**config.mk**
```make
export PLATFORM = sky130hd
export DESIGN_NAME = mem_cache_ctrl_flat
export DESIGN_NICKNAME = d
export VERILOG_FILES = /design/src/rtl/mem_cache_ctrl_pkg.sv /design/src/rtl/mem_cache_ctrl_if.sv /design/src/rtl/mem_cache_ctrl_tag_array.sv /design/src/rtl/mem_cache_ctrl.sv /design/src/flat_wrapper.sv
export SDC_FILE = /design/constraint.sdc
export NUM_CORES = 1
export LEC_CHECK = 0
export BUFFER_PORTS_ARGS = -buffer_cell sky130_fd_sc_hd__buf_4
export CAP_MARGIN = 20
export CORE_MARGIN = 4
export CORE_UTILIZATION = 60
export DETAILED_ROUTE_END_ITERATION = 8
export PLACE_DENSITY = 0.79
export SYNTH_ARGS = -nofsm -noshare
export SYNTH_HDL_FRONTEND = slang
export SYNTH_SLANG_ARGS = --single-unit
```
**constraint.sdc**
```tcl
create_clock -name clk -period 19.6 [get_ports clk]
set_clock_uncertainty 0.2 [all_clocks]
set_input_delay 1.96 -clock clk [delete_from_list [all_inputs] [get_ports clk]]
set_output_delay 1.96 -clock clk [all_outputs]
set_load 0.03 [all_outputs]
```
**src/rtl/mem_cache_ctrl_pkg.sv**
```systemverilog
// Shared definitions for the direct-mapped write-through cache controller:
// FSM state encodings, cache mode constant and a saturating counter helper.
package mem_cache_ctrl_pkg;

    localparam int CACHE_MODE_DIRECT = 0;

    typedef enum logic [2:0] {
        ST_IDLE    = 3'd0,
        ST_RD_HIT  = 3'd1,
        ST_MEM_RD  = 3'd2,
        ST_FILL    = 3'd3,
        ST_MEM_WR  = 3'd4,
        ST_WR_DONE = 3'd5
    } state_t;

    function automatic logic [15:0] sat_inc16(input logic [15:0] v);
        if (v == 16'hFFFF) begin
            return v;
        end else begin
            return v + 16'd1;
        end
    endfunction

endpackage

```
**src/rtl/mem_cache_ctrl_if.sv**
```systemverilog
// CPU load/store handshake plus word-memory bus of the cache controller.
// master = controller side, slave = CPU/memory environment side.
interface mem_cache_ctrl_if;
    logic        cpu_req;
    logic        cpu_we;
    logic [31:0] cpu_addr;
    logic [31:0] cpu_wdata;
    logic        flush;
    logic        cpu_ready;
    logic        cpu_rvalid;
    logic [31:0] cpu_rdata;
    logic        cpu_wdone;
    logic        memRead;
    logic        memWrite;
    logic [31:0] location;
    logic [31:0] value;
    logic [31:0] mem_out;
    logic [15:0] hit_cnt;
    logic [15:0] miss_cnt;

    modport master (
        input  cpu_req, cpu_we, cpu_addr, cpu_wdata, flush, mem_out,
        output cpu_ready, cpu_rvalid, cpu_rdata, cpu_wdone,
               memRead, memWrite, location, value, hit_cnt, miss_cnt
    );

    modport slave (
        output cpu_req, cpu_we, cpu_addr, cpu_wdata, flush, mem_out,
        input  cpu_ready, cpu_rvalid, cpu_rdata, cpu_wdone,
               memRead, memWrite, location, value, hit_cnt, miss_cnt
    );
endinterface

```
**src/rtl/mem_cache_ctrl_tag_array.sv**
```systemverilog
// One-word-per-line tag/data store: combinational read, single write port,
// valid bits cleared by async reset or synchronous flush.
module mem_cache_ctrl_tag_array #(
    parameter int INDEX_W = 4,
    parameter int TAG_W   = 4
) (
    input  logic               clk,
    input  logic               rst_n,
    input  logic               flush,
    input  logic [INDEX_W-1:0] rd_index,
    output logic               rd_valid,
    output logic [TAG_W-1:0]   rd_tag,
    output logic [31:0]        rd_data,
    input  logic               wr_en,
    input  logic [INDEX_W-1:0] wr_index,
    input  logic [TAG_W-1:0]   wr_tag,
    input  logic [31:0]        wr_data
);
    localparam int LINES = 2 ** INDEX_W;

    logic [LINES-1:0] valid_r;
    logic [TAG_W-1:0] tag_r  [LINES];
    logic [31:0]      data_r [LINES];

    // Valid bits: a flush wipes every line, a write marks its line valid.
    always_ff @(posedge clk or negedge rst_n) begin
        if (!rst_n) begin
            valid_r <= '0;
        end else if (flush) begin
            valid_r <= '0;
        end else if (wr_en) begin
            valid_r[wr_index] <= 1'b1;
        end
    end

    // Tag and data payload; meaningless until the matching valid bit is set.
    always_ff @(posedge clk) begin
        if (wr_en) begin
            tag_r[wr_index]  <= wr_tag;
            data_r[wr_index] <= wr_data;
        end
    end

    assign rd_valid = valid_r[rd_index];
    assign rd_tag   = tag_r[rd_index];
    assign rd_data  = data_r[rd_index];

endmodule

```
**src/rtl/mem_cache_ctrl.sv**
```systemverilog
// Direct-mapped, write-through, no-write-allocate cache controller between the
// CPU load/store path and a word memory with fixed access latency MEM_LAT.
module mem_cache_ctrl
    import mem_cache_ctrl_pkg::*;
#(
    parameter int ADDR_W  = 8,
    parameter int INDEX_W = 4,
    parameter int MEM_LAT = 2
) (
    input  logic              clk,
    input  logic              rst_n,
    mem_cache_ctrl_if.master  bus
);
    localparam int TAG_W = ADDR_W - INDEX_W;
    localparam int CNT_W = $clog2(MEM_LAT + 1);
    localparam logic [CNT_W-1:0] LAT_LOAD = CNT_W'(MEM_LAT);
    localparam logic [CNT_W-1:0] CNT_ONE  = CNT_W'(1);

    state_t             state_r;
    logic               ready_r;
    logic [ADDR_W-1:0]  addr_r;
    logic [31:0]        wdata_r;
    logic [CNT_W-1:0]   cnt_r;
    logic               mem_read_r;
    logic               mem_write_r;
    logic [31:0]        location_r;
    logic [31:0]        value_r;
    logic               rvalid_r;
    logic [31:0]        rdata_r;
    logic               wdone_r;
    logic [15:0]        hit_cnt_r;
    logic [15:0]        miss_cnt_r;

    logic               ready_s;
    logic               accept_s;
    logic               flush_s;
    logic [INDEX_W-1:0] rd_index_s;
    logic [TAG_W-1:0]   cmp_tag_s;
    logic               rd_valid_s;
    logic [TAG_W-1:0]   rd_tag_s;
    logic [31:0]        rd_data_s;
    logic               hit_s;
    logic               wr_en_s;
    logic [31:0]        wr_data_s;
    logic               unused_s;

    assign unused_s = ^bus.cpu_addr[31:ADDR_W];

    // ready_r tracks "FSM is in IDLE" but is 0 during reset, so ready stays low until released.
    assign ready_s  = ready_r & ~bus.flush;
    assign accept_s = bus.cpu_req & ready_s;
    assign flush_s  = bus.flush & (state_r == ST_IDLE);

    // Lookup uses the live CPU address while idle, the latched one otherwise.
    always_comb begin
        if (state_r == ST_IDLE) begin
            rd_index_s = bus.cpu_addr[INDEX_W-1:0];
            cmp_tag_s  = bus.cpu_addr[ADDR_W-1:INDEX_W];
        end else begin
            rd_index_s = addr_r[INDEX_W-1:0];
            cmp_tag_s  = addr_r[ADDR_W-1:INDEX_W];
        end
    end

    assign hit_s = rd_valid_s & (rd_tag_s == cmp_tag_s);

    // Line writes: fill after a read miss, or update on the last cycle of a store hit.
    always_comb begin
        wr_en_s   = 1'b0;
        wr_data_s = wdata_r;
        if (state_r == ST_FILL) begin
            wr_en_s   = 1'b1;
            wr_data_s = rdata_r;
        end else if ((state_r == ST_MEM_WR) && (cnt_r == CNT_ONE)) begin
            wr_en_s   = hit_s;
            wr_data_s = wdata_r;
        end else begin
            wr_en_s   = 1'b0;
            wr_data_s = wdata_r;
        end
    end

    mem_cache_ctrl_tag_array #(
        .INDEX_W (INDEX_W),
        .TAG_W   (TAG_W)
    ) u_tag_array (
        .clk      (clk),
        .rst_n    (rst_n),
        .flush    (flush_s),
        .rd_index (rd_index_s),
        .rd_valid (rd_valid_s),
        .rd_tag   (rd_tag_s),
        .rd_data  (rd_data_s),
        .wr_en    (wr_en_s),
        .wr_index (addr_r[INDEX_W-1:0]),
        .wr_tag   (addr_r[ADDR_W-1:INDEX_W]),
        .wr_data  (wr_data_s)
    );

    // Controller FSM with all bus/CPU outputs registered.
    always_ff @(posedge clk or negedge rst_n) begin
        if (!rst_n) begin
            state_r     <= ST_IDLE;
            ready_r     <= 1'b0;
            addr_r      <= '0;
            wdata_r     <= 32'd0;
            cnt_r       <= '0;
            mem_read_r  <= 1'b0;
            mem_write_r <= 1'b0;
            location_r  <= 32'd0;
            value_r     <= 32'd0;
            rvalid_r    <= 1'b0;
            rdata_r     <= 32'd0;
            wdone_r     <= 1'b0;
            hit_cnt_r   <= 16'd0;
            miss_cnt_r  <= 16'd0;
        end else begin
            rvalid_r <= 1'b0;
            wdone_r  <= 1'b0;
            ready_r  <= 1'b0;
            case (state_r)
                ST_IDLE: begin
                    if (accept_s) begin
                        addr_r  <= bus.cpu_addr[ADDR_W-1:0];
                        wdata_r <= bus.cpu_wdata;
                        if (bus.cpu_we) begin
                            state_r     <= ST_MEM_WR;
                            mem_write_r <= 1'b1;
                            location_r  <= 32'(bus.cpu_addr[ADDR_W-1:0]);
                            value_r     <= bus.cpu_wdata;
                            cnt_r       <= LAT_LOAD;
                        end else if (hit_s) begin
                            state_r   <= ST_RD_HIT;
                            rvalid_r  <= 1'b1;
                            rdata_r   <= rd_data_s;
                            hit_cnt_r <= sat_inc16(hit_cnt_r);
                        end else begin
                            state_r    <= ST_MEM_RD;
                            mem_read_r <= 1'b1;
                            location_r <= 32'(bus.cpu_addr[ADDR_W-1:0]);
                            cnt_r      <= LAT_LOAD;
                            miss_cnt_r <= sat_inc16(miss_cnt_r);
                        end
                    end else begin
                        ready_r <= 1'b1;
                    end
                end
                ST_RD_HIT: begin
                    state_r <= ST_IDLE;
                    ready_r <= 1'b1;
                end
                ST_MEM_RD: begin
                    if (cnt_r == CNT_ONE) begin
                        state_r    <= ST_FILL;
                        mem_read_r <= 1'b0;
                        rdata_r    <= bus.mem_out;
                        rvalid_r   <= 1'b1;
                    end else begin
                        cnt_r <= cnt_r - CNT_ONE;
                    end
                end
                ST_FILL: begin
                    state_r <= ST_IDLE;
                    ready_r <= 1'b1;
                end
                ST_MEM_WR: begin
                    if (cnt_r == CNT_ONE) begin
                        state_r     <= ST_WR_DONE;
                        mem_write_r <= 1'b0;
                        wdone_r     <= 1'b1;
                    end else begin
                        cnt_r <= cnt_r - CNT_ONE;
                    end
                end
                ST_WR_DONE: begin
                    state_r <= ST_IDLE;
                    ready_r <= 1'b1;
                end
                default: begin
                    state_r     <= ST_IDLE;
                    mem_read_r  <= 1'b0;
                    mem_write_r <= 1'b0;
                end
            endcase
        end
    end

    assign bus.cpu_ready  = ready_s;
    assign bus.cpu_rvalid = rvalid_r;
    assign bus.cpu_rdata  = rdata_r;
    assign bus.cpu_wdone  = wdone_r;
    assign bus.memRead    = mem_read_r;
    assign bus.memWrite   = mem_write_r;
    assign bus.location   = location_r;
    assign bus.value      = value_r;
    assign bus.hit_cnt    = hit_cnt_r;
    assign bus.miss_cnt   = miss_cnt_r;

endmodule

```
**src/flat_wrapper.sv**
```systemverilog
// flat-port wrapper written by rule: the top's interface ports become plain ports
module mem_cache_ctrl_flat import mem_cache_ctrl_pkg::*;
#(
    parameter int ADDR_W  = 8,
    parameter int INDEX_W = 4,
    parameter int MEM_LAT = 2
)
  (clk, rst_n, bus_cpu_req, bus_cpu_we, bus_cpu_addr, bus_cpu_wdata, bus_flush, bus_mem_out, bus_cpu_ready, bus_cpu_rvalid, bus_cpu_rdata, bus_cpu_wdone, bus_memRead, bus_memWrite, bus_location, bus_value, bus_hit_cnt, bus_miss_cnt);
  mem_cache_ctrl_if bus_i ();
  input  logic clk;
  input  logic rst_n;
  input wire logic [$bits(bus_i.cpu_req)-1:0] bus_cpu_req;
  input wire logic [$bits(bus_i.cpu_we)-1:0] bus_cpu_we;
  input wire logic [$bits(bus_i.cpu_addr)-1:0] bus_cpu_addr;
  input wire logic [$bits(bus_i.cpu_wdata)-1:0] bus_cpu_wdata;
  input wire logic [$bits(bus_i.flush)-1:0] bus_flush;
  input wire logic [$bits(bus_i.mem_out)-1:0] bus_mem_out;
  output wire logic [$bits(bus_i.cpu_ready)-1:0] bus_cpu_ready;
  output wire logic [$bits(bus_i.cpu_rvalid)-1:0] bus_cpu_rvalid;
  output wire logic [$bits(bus_i.cpu_rdata)-1:0] bus_cpu_rdata;
  output wire logic [$bits(bus_i.cpu_wdone)-1:0] bus_cpu_wdone;
  output wire logic [$bits(bus_i.memRead)-1:0] bus_memRead;
  output wire logic [$bits(bus_i.memWrite)-1:0] bus_memWrite;
  output wire logic [$bits(bus_i.location)-1:0] bus_location;
  output wire logic [$bits(bus_i.value)-1:0] bus_value;
  output wire logic [$bits(bus_i.hit_cnt)-1:0] bus_hit_cnt;
  output wire logic [$bits(bus_i.miss_cnt)-1:0] bus_miss_cnt;
  assign bus_i.cpu_req = bus_cpu_req;
  assign bus_i.cpu_we = bus_cpu_we;
  assign bus_i.cpu_addr = bus_cpu_addr;
  assign bus_i.cpu_wdata = bus_cpu_wdata;
  assign bus_i.flush = bus_flush;
  assign bus_i.mem_out = bus_mem_out;
  assign bus_cpu_ready = bus_i.cpu_ready;
  assign bus_cpu_rvalid = bus_i.cpu_rvalid;
  assign bus_cpu_rdata = bus_i.cpu_rdata;
  assign bus_cpu_wdone = bus_i.cpu_wdone;
  assign bus_memRead = bus_i.memRead;
  assign bus_memWrite = bus_i.memWrite;
  assign bus_location = bus_i.location;
  assign bus_value = bus_i.value;
  assign bus_hit_cnt = bus_i.hit_cnt;
  assign bus_miss_cnt = bus_i.miss_cnt;
  mem_cache_ctrl #(.ADDR_W(ADDR_W), .INDEX_W(INDEX_W), .MEM_LAT(MEM_LAT)) u_core (.clk(clk), .rst_n(rst_n), .bus(bus_i));
endmodule
```
==> flow_metrics.tcl <==
set metrics [dict create \
    globalplace.congestion 0.8642 \
    startpoint "u_core.state_r[2]" \
    most_area_consuming_cells_after_synthesis "sky130_fd_sc_hd__edfxtp_1 55%, sky130_fd_sc_hd__dfrtp_1 14%, sky130_fd_sc_hd__nand2_1 8.5%" \
    area_delta_synth_final_pct 14.54 \
    vias 21100 \
    postCtsResizedCells 0 \
    setup_violations 0 \
    pin_count_of_the_biggest_net_entering_global_routing 113 \
    pwr-share-seq_pct 38.3 \
    hold_viol 0 \
    num_rows 83 \
    post-synth-top-area-fraction_pct 55.37 \
    synth-seq-cells 746 \
    rr_startpoint "u_core.state_r[2]" \
    worst-endpoint-arrival_ns 6.42 \
    ioPinCount 234 \
    run_status "finished clean" \
    post-route-drc-count 0 \
    syn-cell-area_um2 31240 \
    min_from "u_core.bus.miss_cnt[7]" \
    root_buffer "sky130_fd_sc_hd__clkbuf_16" \
    die_width_um 236.2 \
    pwr-share-clk_pct 26.0 \
    final_min_period_over_clock_period_pct 30.88 \
    number_of_global_route_vias_before_repair 20600 \
    initial_utilization_pct 60.77 \
    period_needed_ns 6.052 \
    r2r_cells 11 \
    number_of_vias_per_cell 6.303 \
    finalHoldWorstSlack_ns 0.2952 \
    worst_case_vdd_ir_drop_uv 133.5 \
    worst_rel_slew_slack_pct 28.21 \
    worst-path-max-fanout 95 \
    clk_pin_slew_ns 0.06 \
    ctsLongestPathBuffers 3 \
    powerDensity_nw_per_um2 157.2 \
    die_area_um2 55780 \
    synth_enable_flop_cells 576 \
    cts_max_level 3 \
    critical_path.endpoint_type "flop" \
    drive_above_1_share_pct 19.68 \
    number_of_buffers_added_by_the_clock_tree_synthesis_step 76 \
    synth_async_sr_flop_share_pct 22.79 \
    ant_nets 0 \
    timing_worst_setup_path_type "flop to flop" \
    worst_endpoint_required_time_ns 19.96 \
    coreArea_um2 51410 \
    tightestPinTransition_ns 1.076 \
    power.switching_fraction_pct 37.29 \
    postCtsSetupBuffers 0 \
    yosysSeqAreaShare_pct 68.99 \
    critical_path.startpoint_type "flop" \
    io_buffer_count 185 \
    drtPass1Iterations 5 \
    antenna_found_initial 0 \
    synth_top_flop_cell "sky130_fd_sc_hd__edfxtp_1" \
    clock_insertion_delay_worst_skew_ns 0.62 \
    cts.sinks 746 \
    globalRouteTotalUtil_pct 27.83 \
    cts-hold-fix-buffers 0 \
    switching_power_mw 2.098 \
    synth_largest_area_cell "sky130_fd_sc_hd__edfxtp_1" \
    share_comb_of_total_power_pct 35.7 \
    p_leak_nw 13.70 \
    fill_cells 3299 \
    final_nets 2708 \
    synth_cell_type_count 66 \
    grt_remaining_overflow 0 \
    cap_violations 0 \
    ant_cells 0 \
    cts_tree "done" \
    slew_viol_final 0 \
    postSynthAreaPerCell_um2 12.76 \
    timing.fmax_mhz 165.2 \
    drt_iter0_markers 2632 \
    hpwl_mm 43.54 \
    worst_hold_path_stage_count 1 \
    yosys_warnings 0 \
    final_core_utilization_pct 69.60 \
    totalNegativeSetupSlack_ns 0 \
    avgRoutedWirePerCell_um 23.74 \
    postRouteWirelength_mm 79.50 \
    rsz0062_at_grt "false" \
    die_height_um 236.2 \
    p_int_mw 3.528 \
    hold_path_class "flop to flop" \
    netlist_instances 2448 \
    grt_first_pass_wirelength_mm 120.1 \
]
-- worst paths after layout --
kind                                            to  slack, ns
max reg2reg                u_core.bus.cpu_rdata[7]      13.55
min reg2reg                 u_core.bus.miss_cnt[7]       0.30
min                         u_core.bus.miss_cnt[7]       0.30
min in group asynchronous       u_core.wdata_r[23]       1.26
max                        u_core.bus.cpu_rdata[7]      13.55
max in group asynchronous        u_core.wdata_r[2]      16.36
-- cells in the final DEF (no fill, tap or decap), drive strengths merged, types with 9 or more instances in the layout --
cell type,count
buf,229
and3,11
mux4,38
and2,13
edfxtp,576
mux2,118
xor2,16
o21ai,72
mux2i,9
a21boi,33
a221oi,35
nand4,42
a31oi,21
nand3,205
inv,12
xnor2,17
nor3,22
clkbuf,106
clkinv,25
dfrtp,170
conb,24
nor2,81
nand2,706
-- kinds of logic after synthesis --
kind of cell | share of synthesized area, %
mux | 7.294
other cells | 0.01200
flops | 68.99
fa+ha+maj | 0.1202
buf+inv | 2.780
compound gates | 4.338
simple gates | 15.54
xor+xnor | 0.9252
-- cell type report --
class / instances / area (um2) / area share (%)
sequential: 746 / 21550 / 60.23
multi-input combinational: 1542 / 9084 / 25.39
clock buffer: 105 / 2123 / 5.934
timing repair buffer: 230 / 1737 / 4.854
tap: 680 / 850.8 / 2.378
clock inverter: 37 / 404.1 / 1.130
inverter: 8 / 30.03 / 0.08393
-- critical path, cell delays in order, from the launching register on --
cell and delay [ns]:
sky130_fd_sc_hd__dfrtp_1 0.77, sky130_fd_sc_hd__or3_1 0.84, sky130_fd_sc_hd__mux2i_4 0.34, sky130_fd_sc_hd__buf_4 0.80
sky130_fd_sc_hd__buf_4 0.84, sky130_fd_sc_hd__buf_4 0.83, sky130_fd_sc_hd__nand2_1 0.15, sky130_fd_sc_hd__nand3_1 0.12
sky130_fd_sc_hd__o21ai_0 0.11, sky130_fd_sc_hd__a221oi_1 0.33, sky130_fd_sc_hd__a21boi_0 0.30, sky130_fd_sc_hd__mux2_2 0.21
-- synthesized netlist by cell type, drive strengths merged, types with 3 or more instances --
master	count
nor2	81
and3	11
xnor2	17
mux2i	9
and4	7
mux2	118
a21oi	5
edfxtp	576
or3	6
nor3	22
nand2	706
xor2	16
o22ai	4
ha	3
a221oi	35
mux4	38
o221ai	4
nor2b	8
o21ai	72
buf	66
nor4	8
a31oi	21
a21boi	33
nand4	42
nand3	205
inv	8
o32ai	3
or4b	5
o31ai	3
and2	13
clkbuf	109
dfrtp	170
nand2b	4
-- power by group through the flow --
| stage | registers [mW] | clock network [mW] | logic [mW] |
|---|---|---|---|
| 6_report | 2.15 | 1.46 | 2.01 |
| 5_1_grt | 2.17 | 1.54 | 2.17 |
| 4_1_cts | 2.15 | 1.47 | 1.99 |
| 3_5_place_dp | 2.18 | 0 | 1.96 |
| 3_3_place_gp | 2.17 | 0 | 1.89 |
| 2_1_floorplan | 2.28 | 0 | 1.21 |
-- per-layer routing --
layer	GRT usage, %	vias up	wire (um)
li1	-	9110	-
met4	11.84	0	3520
met2	45.52	1304	39160
met5	0	-	0
met3	5.402	258	7482
met1	37.06	10430	29330
-- stage by stage --
step                instances  setup WS [ns]  area (um2)  total power, mW
floorplan                2471          11.27       31330            3.490
global placement         3205          12.60       33240            4.065
finish                   3348          13.55       35780            5.626
detailed placement       3205          12.53       33240            4.144
global route             3348          13.18       35780            5.879
CTS                      3347          13.17       35770            5.613
-- state kept, by name, indices dropped and copies added, names as in the netlist, 2 cells and up --
name,cells
u_core.u_tag_array.valid_r,16
u_core.bus.value,32
u_core.wdata_r,32
u_core.u_tag_array.tag_r,64
u_core.u_tag_array.data_r,512
u_core.state_r,3
u_core.bus.hit_cnt,16
u_core.bus.cpu_rdata,32
u_core.bus.location,8
u_core.addr_r,8
u_core.bus.miss_cnt,16
u_core.cnt_r,2
Note: power is estimated with default switching activity, not from simulation.
